<file path="src/rtl/mem_ctrl_pkg.sv">
// Shared types and constants for the MEM-stage memory access controller.
package mem_ctrl_pkg;

    typedef enum logic {
        IDLE = 1'b0,
        WAIT = 1'b1
    } state_t;

    localparam logic [3:0] BE_WORD = 4'hF;
    localparam logic [3:0] BE_B0   = 4'h1;
    localparam int DEFAULT_MAX_WAIT = 15;
    localparam int LANES = 4;

    // Bits needed to hold values 0..v-1.
    function automatic int clog2(input int v);
        int r;
        r = 0;
        while ((1 << r) < v) begin
            r = r + 1;
        end
        return (r == 0) ? 1 : r;
    endfunction

endpackage

</file>
<file path="src/rtl/mem_access_ctrl_byte_lane_unit.sv">
// Byte-lane steering: store byte enables and lane replication, load byte
// extraction with zero extension (little-endian lane numbering).
module byte_lane_unit
    import mem_ctrl_pkg::*;
(
    input  logic        st_byte,
    input  logic [1:0]  st_off,
    input  logic [31:0] st_data,
    input  logic        ld_byte,
    input  logic [1:0]  ld_off,
    input  logic [31:0] ld_data,
    output logic [3:0]  be,
    output logic [31:0] st_lanes,
    output logic [31:0] ld_result
);

    logic [7:0] ld_lane [LANES];

    genvar gi;
    generate
        for (gi = 0; gi < LANES; gi++) begin : g_lane
            assign st_lanes[8*gi +: 8] = st_byte ? st_data[7:0] : st_data[8*gi +: 8];
            assign ld_lane[gi]         = ld_data[8*gi +: 8];
        end
    endgenerate

    assign be        = st_byte ? (BE_B0 << st_off) : BE_WORD;
    assign ld_result = ld_byte ? {24'd0, ld_lane[ld_off]} : ld_data;

endmodule

</file>
<file path="src/rtl/mem_access_ctrl.sv">
// MEM-stage controller: issues data-memory accesses over req/ack, stalls the
// upstream stages while an access is outstanding, drives MEM/WB registers.
module mem_access_ctrl
    import mem_ctrl_pkg::*;
#(
    parameter int ADDR_W   = 32,
    parameter int DATA_W   = 32,
    parameter int REG_W    = 5,
    parameter int MAX_WAIT = DEFAULT_MAX_WAIT
) (
    input  logic              clk,
    input  logic              rst,
    input  logic              exe_valid,
    input  logic              EXE_ReadfromMem,
    input  logic              EXE_WritetoMem,
    input  logic              EXE_R_memtoReg,
    input  logic              exe_byte,
    input  logic              exe_regwrite,
    input  logic [REG_W-1:0]  exe_rd,
    input  logic [ADDR_W-1:0] exe_addr,
    input  logic [DATA_W-1:0] exe_wdata,
    output logic              stall,
    output logic              mem_req,
    output logic              mem_we,
    output logic [ADDR_W-1:0] mem_addr,
    output logic [3:0]        mem_be,
    output logic [DATA_W-1:0] mem_wdata,
    input  logic              mem_ack,
    input  logic [DATA_W-1:0] mem_rdata,
    output logic              wb_valid,
    output logic              wb_regwrite,
    output logic              wb_memtoReg,
    output logic [REG_W-1:0]  wb_rd,
    output logic [DATA_W-1:0] wb_alu,
    output logic [DATA_W-1:0] wb_mdata,
    output logic              mem_err
);

    localparam int CNT_W = clog2(MAX_WAIT + 1);

    state_t            state_reg, state_next;
    logic [CNT_W-1:0]  cnt_reg, cnt_next;
    logic              mem_req_reg, mem_req_next;
    logic              mem_we_reg, mem_we_next;
    logic [ADDR_W-1:0] mem_addr_reg, mem_addr_next;
    logic [3:0]        mem_be_reg, mem_be_next;
    logic [DATA_W-1:0] mem_wdata_reg, mem_wdata_next;
    logic              wb_valid_reg, wb_valid_next;
    logic              wb_regwrite_reg, wb_regwrite_next;
    logic              wb_memtoreg_reg, wb_memtoreg_next;
    logic [REG_W-1:0]  wb_rd_reg, wb_rd_next;
    logic [DATA_W-1:0] wb_alu_reg, wb_alu_next;
    logic [DATA_W-1:0] wb_mdata_reg, wb_mdata_next;
    logic              mem_err_reg, mem_err_next;
    // Instruction context held while the access is outstanding.
    logic              cap_regwrite_reg, cap_regwrite_next;
    logic              cap_memtoreg_reg, cap_memtoreg_next;
    logic              cap_byte_reg, cap_byte_next;
    logic [REG_W-1:0]  cap_rd_reg, cap_rd_next;
    logic [ADDR_W-1:0] cap_addr_reg, cap_addr_next;

    logic [3:0]        lane_be;
    logic [DATA_W-1:0] lane_wdata;
    logic [DATA_W-1:0] lane_rdata;
    logic              is_mem_op;
    logic              is_bad_op;

    byte_lane_unit u_lanes (
        .st_byte   (exe_byte),
        .st_off    (exe_addr[1:0]),
        .st_data   (exe_wdata),
        .ld_byte   (cap_byte_reg),
        .ld_off    (cap_addr_reg[1:0]),
        .ld_data   (mem_rdata),
        .be        (lane_be),
        .st_lanes  (lane_wdata),
        .ld_result (lane_rdata)
    );

    // Read+write together is as illegal as an unaligned word access.
    assign is_mem_op = EXE_ReadfromMem | EXE_WritetoMem;
    assign is_bad_op = (EXE_ReadfromMem & EXE_WritetoMem) |
                       (is_mem_op & ~exe_byte & (exe_addr[1:0] != 2'b00));

    // Next-state and registered-output logic; pulses default low, rest hold.
    always_comb begin
        state_next        = state_reg;
        cnt_next          = cnt_reg;
        mem_req_next      = mem_req_reg;
        mem_we_next       = mem_we_reg;
        mem_addr_next     = mem_addr_reg;
        mem_be_next       = mem_be_reg;
        mem_wdata_next    = mem_wdata_reg;
        wb_valid_next     = 1'b0;
        wb_regwrite_next  = wb_regwrite_reg;
        wb_memtoreg_next  = wb_memtoreg_reg;
        wb_rd_next        = wb_rd_reg;
        wb_alu_next       = wb_alu_reg;
        wb_mdata_next     = wb_mdata_reg;
        mem_err_next      = 1'b0;
        cap_regwrite_next = cap_regwrite_reg;
        cap_memtoreg_next = cap_memtoreg_reg;
        cap_byte_next     = cap_byte_reg;
        cap_rd_next       = cap_rd_reg;
        cap_addr_next     = cap_addr_reg;
        case (state_reg)
            IDLE: begin
                if (exe_valid) begin
                    if (!is_mem_op || is_bad_op) begin
                        wb_valid_next    = 1'b1;
                        wb_regwrite_next = is_bad_op ? 1'b0 : exe_regwrite;
                        wb_memtoreg_next = is_bad_op ? EXE_R_memtoReg : 1'b0;
                        wb_rd_next       = exe_rd;
                        wb_alu_next      = DATA_W'(exe_addr);
                        mem_err_next     = is_bad_op;
                    end else begin
                        state_next        = WAIT;
                        cnt_next          = '0;
                        mem_req_next      = 1'b1;
                        mem_we_next       = EXE_WritetoMem;
                        mem_addr_next     = {exe_addr[ADDR_W-1:2], 2'b00};
                        mem_be_next       = lane_be;
                        mem_wdata_next    = lane_wdata;
                        cap_regwrite_next = exe_regwrite;
                        cap_memtoreg_next = EXE_R_memtoReg;
                        cap_byte_next     = exe_byte;
                        cap_rd_next       = exe_rd;
                        cap_addr_next     = exe_addr;
                    end
                end
            end
            WAIT: begin
                if (mem_ack || (cnt_reg == CNT_W'(MAX_WAIT - 1))) begin
                    // Ack has priority over an expiring counter.
                    state_next       = IDLE;
                    mem_req_next     = 1'b0;
                    mem_we_next      = 1'b0;
                    wb_valid_next    = 1'b1;
                    wb_regwrite_next = mem_ack & cap_regwrite_reg & ~mem_we_reg;
                    wb_memtoreg_next = cap_memtoreg_reg;
                    wb_rd_next       = cap_rd_reg;
                    wb_alu_next      = DATA_W'(cap_addr_reg);
                    mem_err_next     = ~mem_ack;
                    if (mem_ack && !mem_we_reg) begin
                        wb_mdata_next = lane_rdata;
                    end
                end else begin
                    cnt_next = cnt_reg + CNT_W'(1);
                end
            end
            default: state_next = IDLE;
        endcase
    end

    // State and pipeline registers; reset clears everything at once.
    always_ff @(posedge clk or posedge rst) begin
        if (rst) begin
            state_reg        <= IDLE;
            cnt_reg          <= '0;
            mem_req_reg      <= 1'b0;
            mem_we_reg       <= 1'b0;
            mem_addr_reg     <= '0;
            mem_be_reg       <= '0;
            mem_wdata_reg    <= '0;
            wb_valid_reg     <= 1'b0;
            wb_regwrite_reg  <= 1'b0;
            wb_memtoreg_reg  <= 1'b0;
            wb_rd_reg        <= '0;
            wb_alu_reg       <= '0;
            wb_mdata_reg     <= '0;
            mem_err_reg      <= 1'b0;
            cap_regwrite_reg <= 1'b0;
            cap_memtoreg_reg <= 1'b0;
            cap_byte_reg     <= 1'b0;
            cap_rd_reg       <= '0;
            cap_addr_reg     <= '0;
        end else begin
            state_reg        <= state_next;
            cnt_reg          <= cnt_next;
            mem_req_reg      <= mem_req_next;
            mem_we_reg       <= mem_we_next;
            mem_addr_reg     <= mem_addr_next;
            mem_be_reg       <= mem_be_next;
            mem_wdata_reg    <= mem_wdata_next;
            wb_valid_reg     <= wb_valid_next;
            wb_regwrite_reg  <= wb_regwrite_next;
            wb_memtoreg_reg  <= wb_memtoreg_next;
            wb_rd_reg        <= wb_rd_next;
            wb_alu_reg       <= wb_alu_next;
            wb_mdata_reg     <= wb_mdata_next;
            mem_err_reg      <= mem_err_next;
            cap_regwrite_reg <= cap_regwrite_next;
            cap_memtoreg_reg <= cap_memtoreg_next;
            cap_byte_reg     <= cap_byte_next;
            cap_rd_reg       <= cap_rd_next;
            cap_addr_reg     <= cap_addr_next;
        end
    end

    assign stall       = (state_reg == WAIT);
    assign mem_req     = mem_req_reg;
    assign mem_we      = mem_we_reg;
    assign mem_addr    = mem_addr_reg;
    assign mem_be      = mem_be_reg;
    assign mem_wdata   = mem_wdata_reg;
    assign wb_valid    = wb_valid_reg;
    assign wb_regwrite = wb_regwrite_reg;
    assign wb_memtoReg = wb_memtoreg_reg;
    assign wb_rd       = wb_rd_reg;
    assign wb_alu      = wb_alu_reg;
    assign wb_mdata    = wb_mdata_reg;
    assign mem_err     = mem_err_reg;

endmodule

</file>
<file path="config.mk">
export PLATFORM = sky130hd
export DESIGN_NAME = mem_access_ctrl
export DESIGN_NICKNAME = d
export VERILOG_FILES = /design/src/rtl/mem_ctrl_pkg.sv /design/src/rtl/mem_access_ctrl_byte_lane_unit.sv /design/src/rtl/mem_access_ctrl.sv
export SDC_FILE = /design/constraint.sdc
export NUM_CORES = 1
export LEC_CHECK = 0
export CAP_MARGIN = 30
export CELL_PAD_IN_SITES_DETAIL_PLACEMENT = 0
export CELL_PAD_IN_SITES_GLOBAL_PLACEMENT = 1
export CORE_MARGIN = 2
export CORE_UTILIZATION = 38
export DETAILED_ROUTE_END_ITERATION = 6
export HOLD_SLACK_MARGIN = 0.03
export PLACE_DENSITY_LB_ADDON = 0.1
export REMOVE_ABC_BUFFERS = 1
export SLEW_MARGIN = 0
export SYNTH_ARGS = -nofsm -noshare
export SYNTH_HDL_FRONTEND = slang
export SYNTH_SLANG_ARGS = --single-unit
</file>
<file path="constraint.sdc">
create_clock -name clk -period 7.6 [get_ports clk]
set_input_delay 1.14 -clock clk [delete_from_list [all_inputs] [get_ports clk]]
set_output_delay 1.14 -clock clk [all_outputs]
set_load 0.05 [all_outputs]
</file>
Word level (Yosys, flattened, before mapping)
Index checks and enable logic that the tools add are counted.

cells by class
  $add $sub $neg = 1
  magnitude comparators = 1
  equality and inequality tests = 6
  shifts and indexed selects = 1
  multiplexer cells = 49
  bitwise gates (word level) = 13
  reduce and logical (&&, ||, !) cells = 11

operators by type and width
  operator                                         count
  two-way mux 32 bit                               4
  one-hot mux 32 bit (2 select lines)              1
  two-way mux 8 bit                                5
  two-way mux 1 bit                                22
  binary-select mux 8 bit (select 2 bit)           1
  two-way mux 4 bit                                4
  two-way mux 5 bit                                3
  AND reduction 3 bit                              5
  one-hot mux 1 bit (2 select lines)               7
  one-hot mux 5 bit (2 select lines)               1
  != test 2 bit, second input constant             4
  one-hot mux 4 bit (2 select lines)               1
  bitwise AND 1 bit                                5
  inverter 1 bit                                   5
  adder 4 x 1 -> 4 bit, second input constant      1
  equality test 4 bit, second input constant       1
  left shift 1 x 2 -> 4 bit, first input constant  1
  >= comparator 3 bit, second input constant       1
  inverter 2 -> 3 bit                              1
  zero test 1 bit                                  2
  logical OR 1 bit                                 2
  != test 2 x 1 -> 1 bit, second input constant    1
  bitwise OR 1 bit                                 2
  nonzero test 2 bit                               1
  logical AND 1 bit                                1

word-level totals
  flip-flop bits (word level) = 186
  input bits = 110
  output and inout bits = 144
  word-level logic and storage cells = 101

Depth between registers and ports, before layout
  depth in word-level cells = 8
  gate-level depth with buffers = 7
  gate-level depth less buffers = 6

Hierarchy
A second synthesis with hierarchy kept.

second synthesis, totals
  cell total of the unflattened synthesis = 646
  area, all modules = 7696.1 um2

modules (own cells, without submodules)
  module           times used  cells each  area an instance (um2)  seq. area each (um2)
  mem_access_ctrl  1           508         6844.1                  3903.7
  byte_lane_unit   1           138         852.1                   0.0

Worst setup path before layout
OpenSTA, ideal clock, no wires.

  kind = in2reg
  from = input port exe_addr[0]
  to = register wb_alu_reg[10] (netlist: wb_alu[10])
  setup time = 0.125 ns
  arrival time = 2.198 ns
  required time = 7.475 ns
  slack = 5.277 ns
  stages on the path = 5
  buffers on the path = 1
  cells stage by stage = o21bai_1 nand2_1 a21boi_4 buf_6 mux2_4

between the ends
  cells in the longest elaborated chain, start to end = 6

ends and longest elaborated chain
  item                           line                    source
  from (decl)                    mem_access_ctrl.sv:20   input logic [ADDR_W-1:0] exe_addr,
  nonzero test 2 bit             mem_access_ctrl.sv:83   (is_mem_op & ~exe_byte & (exe_addr[1:0] != 2'b00));
  bitwise AND 1 bit              mem_access_ctrl.sv:83
  bitwise OR 1 bit               mem_access_ctrl.sv:82   assign is_bad_op = (EXE_ReadfromMem & EXE_WritetoMem) |
  logical OR 1 bit               mem_access_ctrl.sv:109  if (!is_mem_op || is_bad_op) begin
  != test 2 bit (no line)        n/a
  AND reduction 3 bit (no line)  n/a
  to (signal assigned)           mem_access_ctrl.sv:189  wb_alu_reg <= wb_alu_next;
  to (decl)                      mem_access_ctrl.sv:52   logic [DATA_W-1:0] wb_alu_reg, wb_alu_next;

No other way between the ends.
A chain may end at the register's enable or synchronous reset.

Worst setup path after layout
  from = input port exe_byte
  to = register cap_addr_reg[31]

between the ends
  cells in the longest elaborated chain, start to end = 7

ends and longest elaborated chain
  item                            line                    source
  from (decl)                     mem_access_ctrl.sv:17   input logic exe_byte,
  inverter 1 bit                  mem_access_ctrl.sv:83
  bitwise AND 1 bit (2 in a row)  mem_access_ctrl.sv:83
  bitwise OR 1 bit                mem_access_ctrl.sv:82
  logical OR 1 bit                mem_access_ctrl.sv:109
  inverter 1 bit (no line)        n/a
  AND reduction 3 bit (no line)   n/a
  to (signal assigned)            mem_access_ctrl.sv:196  cap_addr_reg <= cap_addr_next;
  to (decl)                       mem_access_ctrl.sv:60   logic [ADDR_W-1:0] cap_addr_reg, cap_addr_next;

No other way between the ends.

==> flow_summary.json <==
{
  "wl_per_cell_um": 16.5,
  "worstPathArrival_ns": 3.87,
  "cp_max_fo": 70,
  "hold_buffers": 0,
  "fin_crit_ns": 3.57,
  "final_area_um2": 10500,
  "synth.distinct_cells": 40,
  "ys_ff_latch": 156,
  "met3_usage_pct": 5.83,
  "place_area_um2": 9940,
  "critPathKind": "in2reg",
  "final_nets": 929,
  "core-area_um2": 19400,
  "cts_resized": 0,
  "drc": 0,
  "finalSetupViolations": 0,
  "whs_path_depth": 2,
  "die_w_um": 144,
  "p_leak_nw": 4.74,
  "syn_area_um2": 7480,
  "dr.pass1.iters": 4,
  "insertion_delay_ns": 0.42,
  "report.final.slew_viol_count": 0,
  "worstPathRequired_ns": 7.90,
  "clock_skew_ns": 0.0107,
  "cts_made_buffers": 17,
  "via_per_inst": 4.71,
  "use_met1_pct": 22.7,
  "r2r-end": "cap_addr_reg[31]",
  "timing.rr.start": "stall",
  "power_density_nw_per_um2": 400,
  "num_antenna_cells": 0,
  "finalHoldViolCount": 0,
  "postCtsSetupRepairBufs": 0,
  "final_antenna_net_count": 0,
  "grt_max_degree": 79,
  "ir_worst_vdd_mv": 0.210,
  "synthFlopType": "dfrtp_1",
  "power.total_w": 0.00421,
  "dp_hpwl_um": 12300,
  "slew_headroom_pct": 45.3,
  "port_buffers": 251,
  "antenna_found_initial": 0,
  "use_met2_pct": 28.1,
  "start_util_pct": 38.6,
  "cts_root_buf": "clkbuf_16",
  "syn2layout_area_growth_pct": 40.8,
  "clock_path_buffers": 2,
  "synthCells": 609,
  "drt-total-wl_um": 18100,
  "die_h_um": 144,
  "grt_pass1_wl_um": 28200,
  "grt_use_total_pct": 17.5,
  "synth-warning-count": 0,
  "place_congestion": 0.783,
  "synth_edf_count": 0,
  "io_pins": 254,
  "synth.avg_cell_area_um2": 12.3,
  "die_area_um2": 20800,
  "row_count": 51,
  "hp-start": "wb_mdata[6]",
  "htreeDepth": 4,
  "max_freq_ghz": 0.280,
  "cts_tree": "yes",
  "reg2reg_depth": 4,
  "final.period_utilization_pct": 46.9,
  "mostFrequentLayoutCells": "clkdlybuf4s50_1, dfrtp_1, nand2_1",
  "cp-start-kind": "primary input",
  "async_reset_ff_share_pct": 100,
  "gr-total-overflow": 0,
  "outcome": "finished, final reports clean",
  "setup_tns_ns": 0,
  "hold_class": "reg2reg",
  "whs_endpoint": "wb_mdata[6]",
  "crit_path_end_kind": "flop",
  "worst_pin_slew_ns": 0.820,
  "maxCapViolCount": 0,
  "drtIter0Drc": 143,
  "rrSetupSlack_ns": 5.00,
  "final_common_cell": "clkdlybuf4s50_1",
  "rsz0062_at_grt": "no",
  "seq_area_frac_synth_pct": 52.2,
  "vias": 5152,
  "clkTransAtPathRegs_ns": 0.07,
  "drive_gt1_share_pct": 19.9,
  "cts.sinks": 156,
  "grt_most_used_layer": "met2",
  "grt_pass1_vias": 5305
}
[where the power goes]
group / internal (W) / switching [W]
clock network: 0.000496 / 0.000372
registers: 0.00110 / 0.000190
logic: 0.000783 / 0.00127
[cell usage after synthesis, types with 2 or more instances]
library cell	instances	share of area, %
a21o_1	3	0.30
a21oi_1	11	0.74
a31oi_1	6	0.50
and2_1	2	0.17
buf_1	2	0.10
buf_2	8	0.54
buf_4	32	3.2
buf_6	10	1.5
clkbuf_1	17	0.85
dfrtp_1	156	52
ha_1	2	0.33
inv_1	6	0.30
mux2_1	2	0.30
mux2_2	45	6.8
mux2_4	76	15
mux2i_1	27	3.6
nand2_1	88	4.4
nand2b_1	13	1.1
nand3_1	11	0.74
nor2_1	4	0.20
nor2b_1	2	0.17
nor3b_1	3	0.30
o21ai_0	61	4.1
o21ai_1	2	0.13
o22ai_1	4	0.33
xnor2_1	2	0.23
[logic make-up (layout without fill, tap and decap cells)]
| kind of cell | after synthesis | count (layout) | synth area share (%) |
|---|---|---|---|
| multiplexers | 150 | 150 | 25.9 |
| AO/OA/AOI/OAI | 93 | 93 | 6.92 |
| adder cells (fa/ha/maj) | 2 | 2 | 0.334 |
| buffers and inverters | 76 | 296 | 6.56 |
| flip-flops | 156 | 156 | 52.2 |
| XOR/XNOR | 3 | 3 | 0.452 |
| AND/OR/NAND/NOR | 128 | 128 | 7.56 |
| other | 1 | 2 | 0.0501 |
[per-layer routing]
metal,vias up,share of wire (%)
li1,2477,-
met1,2502,44
met2,157,48
met3,16,7.2
met4,0,1.2
met5,-,0
[final cells by class]
cell class,instances,area (um^2)
Clock buffer,18,429
Sequential cell,156,3910
Clock inverter,14,169
Fill cell,1671,8860
Tap cell,265,332
Inverter,7,31.3
Timing Repair Buffer,257,2570
Multi-Input combinational cell,378,3100
[how the worst max path moves through the flow]
stage | start | end | slack [ns] | cells past startpoint
5_1_grt | exe_byte | cap_addr_reg[23] | 3.83 | 5
3_5_place_dp | exe_byte | cap_addr_reg[8] | 3.57 | 5
6_report | exe_byte | cap_addr_reg[31] | 4.03 | 5
2_1_floorplan | rst | cap_addr_reg[0] | 2.25 | 1
4_1_cts | exe_byte | cap_addr_reg[15] | 4.02 | 5
3_3_place_gp | exe_byte | cap_addr_reg[23] | 3.64 | 5
[through the flow]
stage | setup slack, ns | hold WS (ns) | util [%] | std cells
detailed placement | 3.57 | 0.470 | 51.2 | 1063
global route | 3.83 | 0.497 | 54.3 | 1095
floorplan | 2.25 | 0.450 | - | 541
finish | 4.03 | 0.479 | 54.3 | 1095
global placement | 3.64 | 0.460 | 51.1 | 1062
CTS | 4.02 | 0.486 | 54.3 | 1095
[worst max-delay path: stages]
cell and delay [ns]:
buf_2 0.62, o21bai_1 0.33, nand3_4 0.67, buf_4 0.63
mux2_4 0.39
Note: power is estimated with default switching activity, not from simulation.
